$ cat config.mk
export PLATFORM = sky130hd
export DESIGN_NAME = p4_router_ingress_arbiter
export DESIGN_NICKNAME = d
export VERILOG_FILES = /design/src/rtl/p4_router_pkg.sv /design/src/rtl/p4_router_rr_arbiter.sv /design/src/rtl/p4_router_ingress_arbiter.sv
export SDC_FILE = /design/constraint.sdc
export NUM_CORES = 1
export LEC_CHECK = 0
export ABC_CLOCK_PERIOD_IN_PS = 16700
export BUFFER_PORTS_ARGS = -buffer_cell sky130_fd_sc_hd__buf_4
export CORE_AREA = 5 5 202 204
export CTS_CLUSTER_DIAMETER = 50
export DETAILED_ROUTE_END_ITERATION = 10
export DIE_AREA = 0 0 207 209
export SKIP_LAST_GASP = 1
export SLEW_MARGIN = 5
export SYNTH_ARGS = -nofsm -noshare
export SYNTH_HDL_FRONTEND = slang
export SYNTH_SLANG_ARGS = --single-unit
$ cat constraint.sdc
create_clock -name clk -period 16.7 [get_ports clk]
set_clock_uncertainty 0.15 [all_clocks]
set_input_delay 3.34 -clock clk [delete_from_list [all_inputs] [get_ports clk]]
set_output_delay 3.34 -clock clk [all_outputs]
set_load 0.03 [all_outputs]
$ cat src/rtl/p4_router_pkg.sv
// Shared types and constants for the P4 router ingress/egress arbitration blocks.
package p4_router_pkg;

  typedef enum logic [1:0] {
    ARB     = 2'd0,
    PASS    = 2'd1,
    DISCARD = 2'd2
  } arb_state_e;

  localparam int unsigned TUSER_TRUNC_BIT = 0;
  localparam int unsigned TUSER_WIDTH     = 1;
  localparam int unsigned TDEST_WIDTH     = 1;

  // Port-index width, never narrower than one bit.
  function automatic int unsigned idx_width(input int unsigned n);
    return (n > 1) ? $clog2(n) : 1;
  endfunction

endpackage

$ cat src/rtl/p4_router_rr_arbiter.sv
// Combinational rotating-priority grant: first requester above last_grant, wrapping modulo NUM_REQ.
module p4_router_rr_arbiter
  import p4_router_pkg::*;
#(
  parameter  int unsigned NUM_REQ = 4,
  localparam int unsigned IDX_W   = idx_width(NUM_REQ)
) (
  input  logic [NUM_REQ-1:0] req,
  input  logic [IDX_W-1:0]   last_grant,
  output logic               grant_valid_c,
  output logic [IDX_W-1:0]   grant_idx_c
);

  logic found;

  always_comb begin
    found       = 1'b0;
    grant_idx_c = '0;
    for (int unsigned off = 1; off <= NUM_REQ; off++) begin
      for (int unsigned j = 0; j < NUM_REQ; j++) begin
        if (!found && req[j] && (j == ((32'(last_grant) + off) % NUM_REQ))) begin
          found       = 1'b1;
          grant_idx_c = IDX_W'(j);
        end
      end
    end
    grant_valid_c = found;
  end

endmodule

$ cat src/rtl/p4_router_ingress_arbiter.sv
// Packet-level round-robin merge of per-port ingress streams onto the converged parser bus,
// tagging source port in tid and truncating/flagging frames that exceed MTU_BYTES.
module p4_router_ingress_arbiter
  import p4_router_pkg::*;
#(
  parameter  int unsigned NUM_ING_PHYS_PORTS       = 4,
  parameter  int unsigned CONVERGED_BUS_DATA_BYTES = 8,
  parameter  int unsigned MTU_BYTES                = 1500,
  parameter  int unsigned CNT_WIDTH                = 32,
  localparam int unsigned N      = NUM_ING_PHYS_PORTS,
  localparam int unsigned DB     = CONVERGED_BUS_DATA_BYTES,
  localparam int unsigned DW     = DB * 8,
  localparam int unsigned IDX_W  = idx_width(NUM_ING_PHYS_PORTS),
  localparam int unsigned BCNT_W = $clog2(MTU_BYTES + CONVERGED_BUS_DATA_BYTES + 1),
  localparam int unsigned KCNT_W = $clog2(CONVERGED_BUS_DATA_BYTES + 1)
) (
  input  logic                         clk,
  input  logic                         sresetn,
  input  logic [N-1:0][DW-1:0]         ing_ports_adapted_tdata,
  input  logic [N-1:0][DB-1:0]         ing_ports_adapted_tkeep,
  input  logic [N-1:0]                 ing_ports_adapted_tlast,
  input  logic [N-1:0]                 ing_ports_adapted_tvalid,
  output logic [N-1:0]                 ing_ports_adapted_tready,
  output logic [DW-1:0]                arb_out_tdata,
  output logic [DB-1:0]                arb_out_tkeep,
  output logic [DB-1:0]                arb_out_tstrb,
  output logic                         arb_out_tlast,
  output logic [IDX_W-1:0]             arb_out_tid,
  output logic [TDEST_WIDTH-1:0]       arb_out_tdest,
  output logic [TUSER_WIDTH-1:0]       arb_out_tuser,
  output logic                         arb_out_tvalid,
  input  logic                         arb_out_tready,
  output logic [N-1:0][CNT_WIDTH-1:0]  oversize_cnts,
  input  logic [N-1:0]                 oversize_cnts_clear,
  output logic [IDX_W-1:0]             active_port,
  output logic                         busy
);

  if (NUM_ING_PHYS_PORTS == 0 || CONVERGED_BUS_DATA_BYTES == 0) begin : g_param_chk
    $error("p4_router_ingress_arbiter: port count and bus width must be non-zero");
  end

  arb_state_e          state_q, state_d;
  logic [IDX_W-1:0]    last_grant_q;
  logic [BCNT_W-1:0]   byte_cnt_q, byte_cnt_nxt;
  logic [KCNT_W-1:0]   keep_cnt;
  logic                grant_valid, load_en, over;
  logic [IDX_W-1:0]    grant_idx;
  logic                grant_load, pass_fire, frame_end, trunc;
  logic [DW-1:0]       sel_tdata;
  logic [DB-1:0]       sel_tkeep;
  logic                sel_tlast, sel_tvalid;

  p4_router_rr_arbiter #(.NUM_REQ(N)) u_rr (
    .req           (ing_ports_adapted_tvalid),
    .last_grant    (last_grant_q),
    .grant_valid_c (grant_valid),
    .grant_idx_c   (grant_idx)
  );

  // Output register accepts a new beat when empty or being drained.
  assign load_en = !arb_out_tvalid || arb_out_tready;

  always_comb begin
    sel_tdata  = '0;
    sel_tkeep  = '0;
    sel_tlast  = 1'b0;
    sel_tvalid = 1'b0;
    for (int unsigned j = 0; j < N; j++) begin
      if (IDX_W'(j) == active_port) begin
        sel_tdata  = ing_ports_adapted_tdata[j];
        sel_tkeep  = ing_ports_adapted_tkeep[j];
        sel_tlast  = ing_ports_adapted_tlast[j];
        sel_tvalid = ing_ports_adapted_tvalid[j];
      end
    end
  end

  always_comb begin
    keep_cnt = '0;
    for (int unsigned j = 0; j < DB; j++) begin
      keep_cnt = keep_cnt + KCNT_W'(sel_tkeep[j]);
    end
  end

  assign byte_cnt_nxt = byte_cnt_q + BCNT_W'(keep_cnt);
  assign over         = byte_cnt_nxt > BCNT_W'(MTU_BYTES);

  always_ff @(posedge clk) begin
    if (!sresetn) state_q <= ARB;
    else          state_q <= state_d;
  end

  always_comb begin
    state_d                  = state_q;
    ing_ports_adapted_tready = '0;
    grant_load               = 1'b0;
    pass_fire                = 1'b0;
    frame_end                = 1'b0;
    trunc                    = 1'b0;
    case (state_q)
      ARB: begin
        if (grant_valid) begin
          grant_load = 1'b1;
          state_d    = PASS;
        end
      end
      PASS: begin
        for (int unsigned j = 0; j < N; j++) begin
          ing_ports_adapted_tready[j] = (IDX_W'(j) == active_port) && load_en;
        end
        pass_fire = sel_tvalid && load_en;
        if (pass_fire) begin
          if (over) begin
            trunc = 1'b1;
            if (sel_tlast) begin
              frame_end = 1'b1;
              state_d   = ARB;
            end else begin
              state_d   = DISCARD;
            end
          end else if (sel_tlast) begin
            frame_end = 1'b1;
            state_d   = ARB;
          end
        end
      end
      DISCARD: begin
        for (int unsigned j = 0; j < N; j++) begin
          ing_ports_adapted_tready[j] = (IDX_W'(j) == active_port);
        end
        if (sel_tvalid && sel_tlast) begin
          frame_end = 1'b1;
          state_d   = ARB;
        end
      end
      default: state_d = ARB;
    endcase
  end

  always_ff @(posedge clk) begin
    if (!sresetn) begin
      last_grant_q <= IDX_W'(N - 1);
      active_port  <= '0;
      byte_cnt_q   <= '0;
      busy         <= 1'b0;
    end else begin
      busy <= (state_d != ARB);
      if (grant_load) begin
        active_port <= grant_idx;
        byte_cnt_q  <= '0;
      end
      if (pass_fire) byte_cnt_q   <= byte_cnt_nxt;
      if (frame_end) last_grant_q <= active_port;
    end
  end

  always_ff @(posedge clk) begin
    if (!sresetn)     arb_out_tvalid <= 1'b0;
    else if (load_en) arb_out_tvalid <= pass_fire;
  end

  // Truncated beats are closed with tlast so the parser sees a well-formed frame.
  always_ff @(posedge clk) begin
    if (pass_fire) begin
      arb_out_tdata                  <= sel_tdata;
      arb_out_tkeep                  <= sel_tkeep;
      arb_out_tlast                  <= sel_tlast | over;
      arb_out_tid                    <= active_port;
      arb_out_tuser                  <= '0;
      arb_out_tuser[TUSER_TRUNC_BIT] <= over;
    end
  end

  assign arb_out_tstrb = arb_out_tkeep;
  assign arb_out_tdest = '0;

  for (genvar g = 0; g < N; g++) begin : g_cnt
    logic [CNT_WIDTH-1:0] cnt_q;
    always_ff @(posedge clk) begin
      if (!sresetn)                                                  cnt_q <= '0;
      else if (oversize_cnts_clear[g])                               cnt_q <= '0;
      else if (trunc && (active_port == IDX_W'(g)) && (cnt_q != '1)) cnt_q <= cnt_q + CNT_WIDTH'(1);
    end
    assign oversize_cnts[g] = cnt_q;
  end

endmodule

==> metrics.md <==
| Metric | Value |
|---|---|
| Synth area leaders | `dfxtp_1, edfxtp_1, mux4_2, nor2_1, xnor2_1` |
| Via/cell ratio | `5.13` |
| Global-route usage over all layers | `0.214` |
| Final hold viol count | `0` |
| Detailed Route WL | `48,700 µm` |
| Synthesis warning total | `0` |
| Final-layout fill cell count | `3,753` |
| Clock transition at the registers of the reported paths | `0.06 ns` |
| Fmax | `113 MHz` |
| Number of endpoints failing setup at the final stage | `0` |
| Area added between synthesis and finish | `47.7%` |
| Iteration-0 DRC Markers | `766` |
| Number of post-CTS setup repair buffers | `0` |
| Largest net degree at the start of global routing | `77` |
| Dominant register cell in the synthesized netlist | `dfxtp_1` |
| Period Utilization, post-route | `0.529` |
| Tightest Hold Check Type | `reg2reg` |
| Sequential area share after synthesis | `0.445` |
| Layout net count | `1,945` |
| Flop and latch count out of synthesis | `223` |
| Highest net fanout along the worst path | `11` |
| Drc violations | `0` |
| Async set or reset register ratio after synthesis | `0` |
| Starting utilization of the core area | `0.300` |
| RSZ-0062 raised after global routing | `false` |
| Area of combinational cells with multiple inputs | `6100 µm²` |
| Placement row count | `73` |
| Clock Latency Late Sink | `0.53 ns` |
| Instance count of the mapped netlist | `1,123` |
| DIE HEIGHT | `209 µm` |
| Area enclosed by the die boundary | `43,300 µm²` |
| Count of boundary I/O pins | `524` |
| First-pass GRT wire length | `71,400 µm` |
| 1st-pass router iterations | `5` |
| Cell type with the largest total area after synthesis | `dfxtp_1` |
| Worst slew margin | `0.222` |
| Standard cell core area | `39,100 µm²` |
| PwrDens | `114 nW/µm²` |
| Number of unique standard cell types used by synthesis | `65` |
| GRT overflow | `0` |
| Status | `complete, no violations` |
| Detailed-route wire length per cell | `22.3 µm` |
| Cts repair resizes | `0` |
| Synthesized Nets | `1,445` |
| Clock sink count | `223` |
| Mean cell area of the mapped netlist | `10.4 µm²` |
| Clock tree from TritonCTS | `built` |
| Final Critical Period | `8.83 ns` |
| Detailed-placement wirelength estimate | `38,200 µm` |
| Bufs on Longest Clock Path | `3` |
| Total Power | `0.00198 W` |
| Initial antenna violation count | `9` |
| Total number of vias | `11,200` |
| Leak pwr | `6.91 nW` |
| Startpoint type of the worst setup path | `primary input` |
| Total negative setup slack | `0 ns` |
| Area used by sequential logic in the layout | `5230 µm²` |
| Count of flip-flops with a built-in enable after synthesis | `76` |
| Fin. max-slew vios | `0` |
| Synthesized area | `11,700 µm²` |
| Hold-fix buffers at CTS | `0` |
| Share of layout cells above drive strength 1 | `0.413` |
| Kind of capture point of the worst setup path | `flop` |
| Critical Path RT | `17.00 ns` |
| ANT nets after route | `0` |
| Top cell type's share of synthesized area | `0.251` |
| Max Cap Viol | `0` |
| Routability congestion estimate | `1.02` |
| Arr. time, crit path | `9.13 ns` |
| Final-layout worst hold slack | `0.330 ns` |
| H-tree levels | `2` |
| Critical path class | `in2reg` |
| Worst-Margin Slew | `1.17 ns` |
| Clock tree root buffer cell | `clkbuf_16` |
| Die X | `207 µm` |
| Peak supply drop | `58.3 µV` |
| TritonCTS Buffers | `36` |
| Vias in the first global route | `11,000` |
| Quantity of I/O buffers inserted on ports | `522` |
-- layout by cell type, fill, tap and decap left out, types with 22 or more instances in the layout --
master     count
buf_4        534
dfxtp_1      145
nor2_1       137
nand2_1       82
edfxtp_1      76
mux4_2        74
nand3_1       61
xnor2_1       55
xor2_1        46
nand4_1       44
nor3_1        43
clkbuf_16     38
and3_1        29
inv_1         28
o21ai_0       23
a21oi_1       22
-- worst paths after layout --
path / startpoint / to / slack, ns / cells past startpoint
min: byte_cnt_q[1] / byte_cnt_q[1] / 0.33 / 2
min reg2reg: byte_cnt_q[1] / byte_cnt_q[1] / 0.33 / 2
max reg2reg: active_port[0] / g_cnt[1].cnt_q[23] / 10.01 / 16
max: ing_ports_adapted_tkeep[24] / g_cnt[1].cnt_q[23] / 7.87 / 17
-- registers in the layout, summed over array words and instances (netlist names), 2 cells and up --
| name | flops |
|---|---|
| last_grant_q | 2 |
| arb_out_tdata | 64 |
| state_q | 2 |
| byte_cnt_q | 11 |
| g_cnt.cnt_q | 128 |
| arb_out_tkeep | 8 |
| active_port | 2 |
| arb_out_tid | 2 |
-- power by group --
group	internal (W)	leakage [nW]	switching, W
logic	0.000248	4.44	0.000326
clock network	0.000453	0.579	0.000281
registers	0.000638	1.89	0.0000358
total	0.00134	6.91	0.000643
-- synth_stat cells, types with 2 or more instances --
cell type	instances
a21boi_0	6
a21oi_1	22
a31oi_1	13
a41o_1	11
and2_1	13
and3_1	29
and4_1	10
buf_1	15
buf_2	3
buf_4	9
clkbuf_1	45
dfxtp_1	147
edfxtp_1	76
fa_1	5
ha_1	14
inv_1	28
mux2i_1	4
mux4_2	74
nand2_1	82
nand2b_1	14
nand3_1	61
nand4_1	44
nor2_1	137
nor2b_1	8
nor3_1	43
nor3b_1	3
nor4_1	19
nor4b_1	3
o211ai_1	8
o21a_1	2
o21ai_0	23
o31ai_1	2
or2_2	2
or3_1	14
or4_1	5
xnor2_1	55
xor2_1	46
-- routing by layer --
metal | global-route usage | share of wire | vias to the layer above
met5 | 0 | 0 | -
met4 | 0.0686 | 0.024 | 0
met3 | 0.0524 | 0.071 | 55
met2 | 0.374 | 0.51 | 448
met1 | 0.259 | 0.39 | 5523
li1 | - | - | 5173
-- area by class of cell --
type / instances / area share
well taps: 525 / 0.0379
clock buffers: 46 / 0.0589
clock inverters: 19 / 0.00990
repair buffers: 534 / 0.231
multi-input cells: 799 / 0.352
diodes: 7 / 0.00101
inverters: 29 / 0.00643
flip-flops and latches: 223 / 0.302
-- worst max-delay path: stages --
cell and delay (ns):
buf_4 0.12, mux4_2 0.54, fa_1 0.53, inv_1 0.05, fa_1 0.49, fa_1 0.42, fa_1 0.39, inv_1 0.08
fa_1 0.21, a211oi_2 0.12, nor4_1 0.40, xor2_1 0.31, and2_1 0.53, nand3_1 0.50, nand2b_1 0.38, or4_1 0.55
a21oi_1 0.15
-- cells by family (layout without fill, tap and decap cells) --
logic type,Yosys count,in the layout,share of synthesized area
AOI/OAI and AO/OA,107,107,0.0639
xor gates and xnor gates,101,101,0.0754
adders and majority gates,19,19,0.0235
buffers and inverters,101,628,0.0355
DFF,223,223,0.445
muxes,78,78,0.145
other,1,8,0.000320
and+or+nand+nor,493,493,0.210
-- stage by stage --
stage	worst slack [ns]	util	cells	cell area (µm²)
2_1_floorplan	8.28	-	1123	11700
3_3_place_gp	7.43	0.412	2110	16100
3_5_place_dp	7.33	0.412	2110	16100
4_1_cts	7.90	0.443	2175	17300
5_1_grt	7.65	0.443	2181	17300
6_report	7.87	0.443	2182	17300
Note: power is estimated with default switching activity, not from simulation.
